[src/rtl/pcie_fifo_arbiter_if.sv]
// Bundle of the scheduler's control, data and status signals between the
// four input FIFOs, the shared output FIFO and the arbiter itself.
interface pcie_fifo_arbiter_if #(
    parameter int DATA_WIDTH = 12
);
    logic                      enable;
    logic [3:0]                fifo_empty;
    logic [4*DATA_WIDTH-1:0]   fifo_data;
    logic                      out_almost_full;
    logic                      out_full;
    logic                      out_error;
    logic [3:0]                pop;
    logic                      push;
    logic [DATA_WIDTH-1:0]     data_out;
    logic [1:0]                grant;
    logic [1:0]                state;
    logic [7:0]                push_count;

    // Arbiter side: consumes FIFO flags/data, produces pops, pushes and status.
    modport slave (
        input  enable, fifo_empty, fifo_data, out_almost_full, out_full, out_error,
        output pop, push, data_out, grant, state, push_count
    );

    // Environment side: owns the FIFOs and observes the arbiter.
    modport master (
        output enable, fifo_empty, fifo_data, out_almost_full, out_full, out_error,
        input  pop, push, data_out, grant, state, push_count
    );
endinterface

[src/rtl/pcie_fifo_arbiter.sv]
// Round-robin read scheduler: drains four input FIFOs into one shared output
// FIFO, bounded bursts per requester, throttled by the output FIFO flags and
// latched into a sticky ERROR state on output-FIFO overflow.
module pcie_fifo_arbiter #(
    parameter int DATA_WIDTH = 12,
    parameter int BURST      = 4
) (
    input logic               clk,
    input logic               reset,
    pcie_fifo_arbiter_if.slave bus
);

    typedef enum logic [1:0] {
        ST_IDLE   = 2'd0,
        ST_ACTIVE = 2'd1,
        ST_PAUSE  = 2'd2,
        ST_ERROR  = 2'd3
    } state_t;

    state_t     r_state;
    state_t     w_state_nxt;
    logic [1:0] r_grant;
    logic [1:0] w_grant_nxt;
    logic [3:0] r_cnt;
    logic [3:0] w_cnt_inc;
    logic [3:0] w_cnt_nxt;
    logic [2:0] w_next;
    logic       r_valid;
    logic [1:0] r_idx;
    logic [7:0] r_push_count;
    logic       w_pop_any;
    logic       w_push;
    logic       w_throttle;

    // Nearest non-empty requester after cur (mod 4): {found, index}.
    function automatic logic [2:0] next_ready(input logic [1:0] cur,
                                              input logic [3:0] empty);
        logic [1:0] cand;
        next_ready = 3'b000;
        for (int k = 3; k >= 1; k--) begin
            cand = cur + 2'(k);
            if (!empty[cand]) begin
                next_ready = {1'b1, cand};
            end else begin
                next_ready = next_ready;
            end
        end
    endfunction

    assign w_throttle = bus.out_almost_full | bus.out_full;

    // Pop/push decode: pop only when active with room; an in-flight push is
    // dropped the moment the output FIFO reports an error.
    always_comb begin
        w_pop_any = 1'b0;
        w_push    = 1'b0;
        if ((r_state == ST_ACTIVE) && !bus.fifo_empty[r_grant] && !w_throttle && !bus.out_error) begin
            w_pop_any = 1'b1;
        end else begin
            w_pop_any = 1'b0;
        end
        if (r_valid && (r_state != ST_ERROR) && !bus.out_error) begin
            w_push = 1'b1;
        end else begin
            w_push = 1'b0;
        end
    end

    assign bus.pop        = w_pop_any ? (4'b0001 << r_grant) : 4'b0000;
    assign bus.push       = w_push;
    assign bus.data_out   = w_push ? bus.fifo_data[r_idx*DATA_WIDTH +: DATA_WIDTH]
                                   : {DATA_WIDTH{1'b0}};
    assign bus.grant      = r_grant;
    assign bus.state      = r_state;
    assign bus.push_count = r_push_count;

    // Next-state logic; an output-FIFO error overrides everything and sticks.
    always_comb begin
        w_state_nxt = r_state;
        if (bus.out_error) begin
            w_state_nxt = ST_ERROR;
        end else begin
            case (r_state)
                ST_IDLE: begin
                    if (bus.enable && !(&bus.fifo_empty)) begin
                        w_state_nxt = ST_ACTIVE;
                    end else begin
                        w_state_nxt = ST_IDLE;
                    end
                end
                ST_ACTIVE: begin
                    if (!bus.enable) begin
                        w_state_nxt = ST_IDLE;
                    end else if (w_throttle) begin
                        w_state_nxt = ST_PAUSE;
                    end else if (&bus.fifo_empty) begin
                        w_state_nxt = ST_IDLE;
                    end else begin
                        w_state_nxt = ST_ACTIVE;
                    end
                end
                ST_PAUSE: begin
                    if (!bus.enable) begin
                        w_state_nxt = ST_IDLE;
                    end else if (!w_throttle) begin
                        w_state_nxt = ST_ACTIVE;
                    end else begin
                        w_state_nxt = ST_PAUSE;
                    end
                end
                ST_ERROR: begin
                    w_state_nxt = ST_ERROR;
                end
                default: begin
                    w_state_nxt = ST_ERROR;
                end
            endcase
        end
    end

    // Burst counting and rotation: move on when the burst is spent or the
    // granted FIFO ran dry; stay put when nobody else has data.
    always_comb begin
        w_cnt_inc   = r_cnt + {3'b000, w_pop_any};
        w_next      = next_ready(r_grant, bus.fifo_empty);
        w_cnt_nxt   = w_cnt_inc;
        w_grant_nxt = r_grant;
        if ((w_cnt_inc == 4'(BURST)) || bus.fifo_empty[r_grant]) begin
            w_cnt_nxt = 4'd0;
            if (w_next[2]) begin
                w_grant_nxt = w_next[1:0];
            end else begin
                w_grant_nxt = r_grant;
            end
        end else begin
            w_cnt_nxt   = w_cnt_inc;
            w_grant_nxt = r_grant;
        end
    end

    // State register.
    always_ff @(posedge clk or posedge reset) begin
        if (reset) begin
            r_state <= ST_IDLE;
        end else begin
            r_state <= w_state_nxt;
        end
    end

    // Grant pointer and burst counter.
    always_ff @(posedge clk or posedge reset) begin
        if (reset) begin
            r_grant <= 2'd0;
            r_cnt   <= 4'd0;
        end else begin
            r_grant <= w_grant_nxt;
            r_cnt   <= w_cnt_nxt;
        end
    end

    // One-stage pop-to-push pipeline: remembers which FIFO to forward next cycle.
    always_ff @(posedge clk or posedge reset) begin
        if (reset) begin
            r_valid <= 1'b0;
            r_idx   <= 2'd0;
        end else begin
            r_valid <= w_pop_any;
            r_idx   <= r_grant;
        end
    end

    // Free-running count of accepted pushes, wrapping at 8 bits.
    always_ff @(posedge clk or posedge reset) begin
        if (reset) begin
            r_push_count <= 8'd0;
        end else if (w_push) begin
            r_push_count <= r_push_count + 8'd1;
        end else begin
            r_push_count <= r_push_count;
        end
    end

endmodule

[src/flat_wrapper.sv]
// flat-port wrapper written by rule: the top's interface ports become plain ports
module pcie_fifo_arbiter_flat 
#(
    parameter int DATA_WIDTH = 12,
    parameter int BURST      = 4
)
  (clk, reset, bus_enable, bus_fifo_empty, bus_fifo_data, bus_out_almost_full, bus_out_full, bus_out_error, bus_pop, bus_push, bus_data_out, bus_grant, bus_state, bus_push_count);
  pcie_fifo_arbiter_if #(.DATA_WIDTH(DATA_WIDTH)) bus_i ();
  input logic clk;
  input logic reset;
  input wire logic [$bits(bus_i.enable)-1:0] bus_enable;
  input wire logic [$bits(bus_i.fifo_empty)-1:0] bus_fifo_empty;
  input wire logic [$bits(bus_i.fifo_data)-1:0] bus_fifo_data;
  input wire logic [$bits(bus_i.out_almost_full)-1:0] bus_out_almost_full;
  input wire logic [$bits(bus_i.out_full)-1:0] bus_out_full;
  input wire logic [$bits(bus_i.out_error)-1:0] bus_out_error;
  output wire logic [$bits(bus_i.pop)-1:0] bus_pop;
  output wire logic [$bits(bus_i.push)-1:0] bus_push;
  output wire logic [$bits(bus_i.data_out)-1:0] bus_data_out;
  output wire logic [$bits(bus_i.grant)-1:0] bus_grant;
  output wire logic [$bits(bus_i.state)-1:0] bus_state;
  output wire logic [$bits(bus_i.push_count)-1:0] bus_push_count;
  assign bus_i.enable = bus_enable;
  assign bus_i.fifo_empty = bus_fifo_empty;
  assign bus_i.fifo_data = bus_fifo_data;
  assign bus_i.out_almost_full = bus_out_almost_full;
  assign bus_i.out_full = bus_out_full;
  assign bus_i.out_error = bus_out_error;
  assign bus_pop = bus_i.pop;
  assign bus_push = bus_i.push;
  assign bus_data_out = bus_i.data_out;
  assign bus_grant = bus_i.grant;
  assign bus_state = bus_i.state;
  assign bus_push_count = bus_i.push_count;
  pcie_fifo_arbiter #(.DATA_WIDTH(DATA_WIDTH), .BURST(BURST)) u_core (.clk(clk), .reset(reset), .bus(bus_i));
endmodule
[config.mk]
export PLATFORM = sky130hd
export DESIGN_NAME = pcie_fifo_arbiter_flat
export DESIGN_NICKNAME = d
export VERILOG_FILES = /design/src/rtl/pcie_fifo_arbiter_if.sv /design/src/rtl/pcie_fifo_arbiter.sv /design/src/flat_wrapper.sv
export SDC_FILE = /design/constraint.sdc
export NUM_CORES = 1
export LEC_CHECK = 0
export ABC_AREA = 0
export ABC_CLOCK_PERIOD_IN_PS = 6300
export CORE_ASPECT_RATIO = 1.75
export CORE_UTILIZATION = 41
export CTS_CLUSTER_DIAMETER = 200
export DETAILED_ROUTE_END_ITERATION = 10
export PLACE_DENSITY = 0.89
export SLEW_MARGIN = 30
export SYNTH_ARGS = -nofsm -noshare
export SYNTH_HDL_FRONTEND = slang
export SYNTH_SLANG_ARGS = --single-unit
[constraint.sdc]
create_clock -name clk -period 6.3 [get_ports clk]
set_input_delay 0.945 -clock clk [delete_from_list [all_inputs] [get_ports clk]]
set_output_delay 0.945 -clock clk [all_outputs]
set_load 0.05 [all_outputs]
==> impl_metrics.yaml <==
placement:
  dpl_cell_area_sq_um: 2390
  portBuffers: 86
  gp_congestion: 0.756
  dp.final_hpwl_microns: 3690
route:
  drtPass1Iterations: 4
  wirelength_microns: 4490
  ant_nets: 0
  drt_iter0_drc: 24
  route.detailed.drc: 0
  via_per_inst: 5.38
  vias: 1432
  post_drt_wl_per_cell_microns: 16.9
worst_setup_path:
  worstSetupStartpointType: "input pin"
  cp.arrival_ps: 3290
  worstPathRequired_ps: 5350
  cp_max_fo: 7
  cp-end-kind: "output port"
  critPathKind: "in -> out"
clocking:
  h-tree-depth: 1
  cts_max_path_buffers: 2
  clkLatencyLatePin_ps: 250
  cts_tree: "built"
  hold_buffers: 0
  post_cts_buffers: 0
  cts.reportedPaths.clkPinSlew_ps: 70
  cts_resized: 0
  cts-root-buf: "clkbuf_8"
  cts_made_buffers: 3
  clock-sinks: 19
outcome:
  status: "finished, final reports clean"
synth:
  synth_top_area_share: 0.316
  syn_inst: 137
  synthTopCellsByArea: "dfrtp_1 32%, mux4_2 19%, ha_1 5.8%, and3_1 5.4%, and2_1 3.3%"
  syn_area_sq_um: 1510
  synth_common_cells: "19 x dfrtp_1, 13 x and3_1, 13 x mux4_2, 10 x nand2_1, 9 x nor2_1"
  synth_flop_cell: "dfrtp_1"
  synth_most_common_cell: "dfrtp_1"
  yosysUniqueCellTypes: 40
  synth_edf_count: 0
  synth_async_sr_flop_share: 1.00
  synth_fp_nets: 202
  ys_ff_latch: 19
  seq_area_frac_synth: 0.316
  syn_area_per_cell_sq_um: 11.0
  yosysTopAreaCell: "dfrtp_1"
  yosysWarnings: 0
finish:
  final_nets: 287
  antenna_cells: 0
  drive_above_1_share: 0.136
  stdcell_area_sq_um: 2430
  final_util: 0.709
  area_growth_pct: 61.7
timing:
  drv_slew: 0
  post-route-period-util: 0.673
  fmax_mhz: 236
  fin_skew_ps: 4.90
  finalSetupTns_ps: 0
  rsz0062_at_grt: "no"
  layout_min_cycle_time_ps: 4240
  hold_viol_final: 0
  final-setup-viol-count: 0
  worst_hold_slack_ps: 502
  max_slew_margin: 0.509
  tightest_slew_ps: 736
global_route:
  gr-total-overflow: 0
  grt_pass1_wl_microns: 6730
  grt_max_degree: 20
  grt_pass1_vias: 1448
  antenna_found_initial: 0
  track_usage: 0.243
floorplan:
  die_h_microns: 82.2
  rows: 28
  die_x_microns: 47.8
  ios: 87
  initial_core_util: 0.438
  fp.dieArea_sq_um: 3930
  core_sq_um: 3430
power:
  leakage_nw: 1.04
  ir_drop_v: 0.000264
  p_per_area_nw_per_um2: 224
hold_path:
  hold_class: "reg -> reg"
job:
  drv_cap: 0
[area by class of cell]
type                       count  area (sq um)
inverter                       3          11.3
clock inverter                 1          5.00
sequential                    19           475
timing repair buffer          86           861
fill                         261          1000
clock buffer                   3          41.3
multi-input combinational    109           983
tap                           45          56.3
[path summary, 6_finish.rpt]
| check | startpoint | endpoint | slack, ps | cells past startpoint |
|---|---|---|---|---|
| min in group asynchronous | reset | u_core.bus.push_count[7]$_DFFE_PP0P_ | 1100 | 2 |
| min reg2reg | u_core.bus.push_count[6]$_DFFE_PP0P_ | u_core.bus.push_count[6]$_DFFE_PP0P_ | 500 | 1 |
| min | u_core.bus.push_count[6]$_DFFE_PP0P_ | u_core.bus.push_count[6]$_DFFE_PP0P_ | 500 | 1 |
| max in group asynchronous | reset | u_core.r_cnt[0]$_DFF_PP0_ | 4750 | 2 |
| max reg2reg | u_core.bus.grant[0]$_DFFE_PP0P_ | u_core.bus.grant[0]$_DFFE_PP0P_ | 3090 | 9 |
| max | bus_fifo_empty[1] | bus_pop[3] | 2060 | 6 |
[report_power, final]
| group | internal, W | total (W) | leakage (nW) | switching, W |
|---|---|---|---|---|
| registers | 0.000134 | 0.000194 | 0.248 | 0.0000601 |
| clock network | 0.0000439 | 0.0000824 | 0.0255 | 0.0000386 |
| logic | 0.000170 | 0.000268 | 0.763 | 0.0000987 |
[critical path, cell delays in order]
cell,delay [ps]
clkdlybuf4s50_1,520
mux2_2,350
mux2i_4,210
and3_1,300
and2_1,150
clkdlybuf4s50_1,820
[state kept, by name (all words and copies together), names as in the netlist]
register,flops
u_core.bus.grant,2
u_core.bus.push_count,8
u_core.r_idx,2
u_core.r_valid,1
u_core.r_cnt,4
u_core.bus.state,2
[cell families after synthesis]
family / count (synthesis) / synth area share
mux: 20 / 0.258
xor+xnor: 8 / 0.0465
flops: 19 / 0.316
compound gates: 18 / 0.0873
buf+inv: 9 / 0.0308
simple gates: 56 / 0.204
fa+ha+maj: 7 / 0.0582
[placed cells by master (no fill, tap or decap), drive strengths merged, types with 2 or more instances in the layout]
cell and n:
nand3 3, inv 3, o21ai 2, dfrtp 19, mux2 4, nand4 4
clkbuf 3, nor2 9, and3 13, nor3 5, a21oi 7, xor2 4
xnor2 4, ha 7, clkdlybuf4s50 86, mux2i 3, o211ai 2, and2 9
mux4 13, nand2 10
[per-layer routing]
layer,global-route usage,vias to the layer above,routed length (microns)
met2,0.481,56,2560
met3,0.0500,6,347
met4,0.0667,0,80
met1,0.229,681,1500
met5,0,-,0
li1,-,689,-
[stage by stage]
step                      total power, W  std cells  worst slack (ps)
after floorplan                 0.000388        137              3190
after global routing            0.000584        266              1950
after CTS                       0.000550        266              2070
after detailed placement        0.000467        262              2070
final                           0.000545        266              2060
after global placement          0.000460        262              2120
Note: power is estimated with default switching activity, not from simulation.
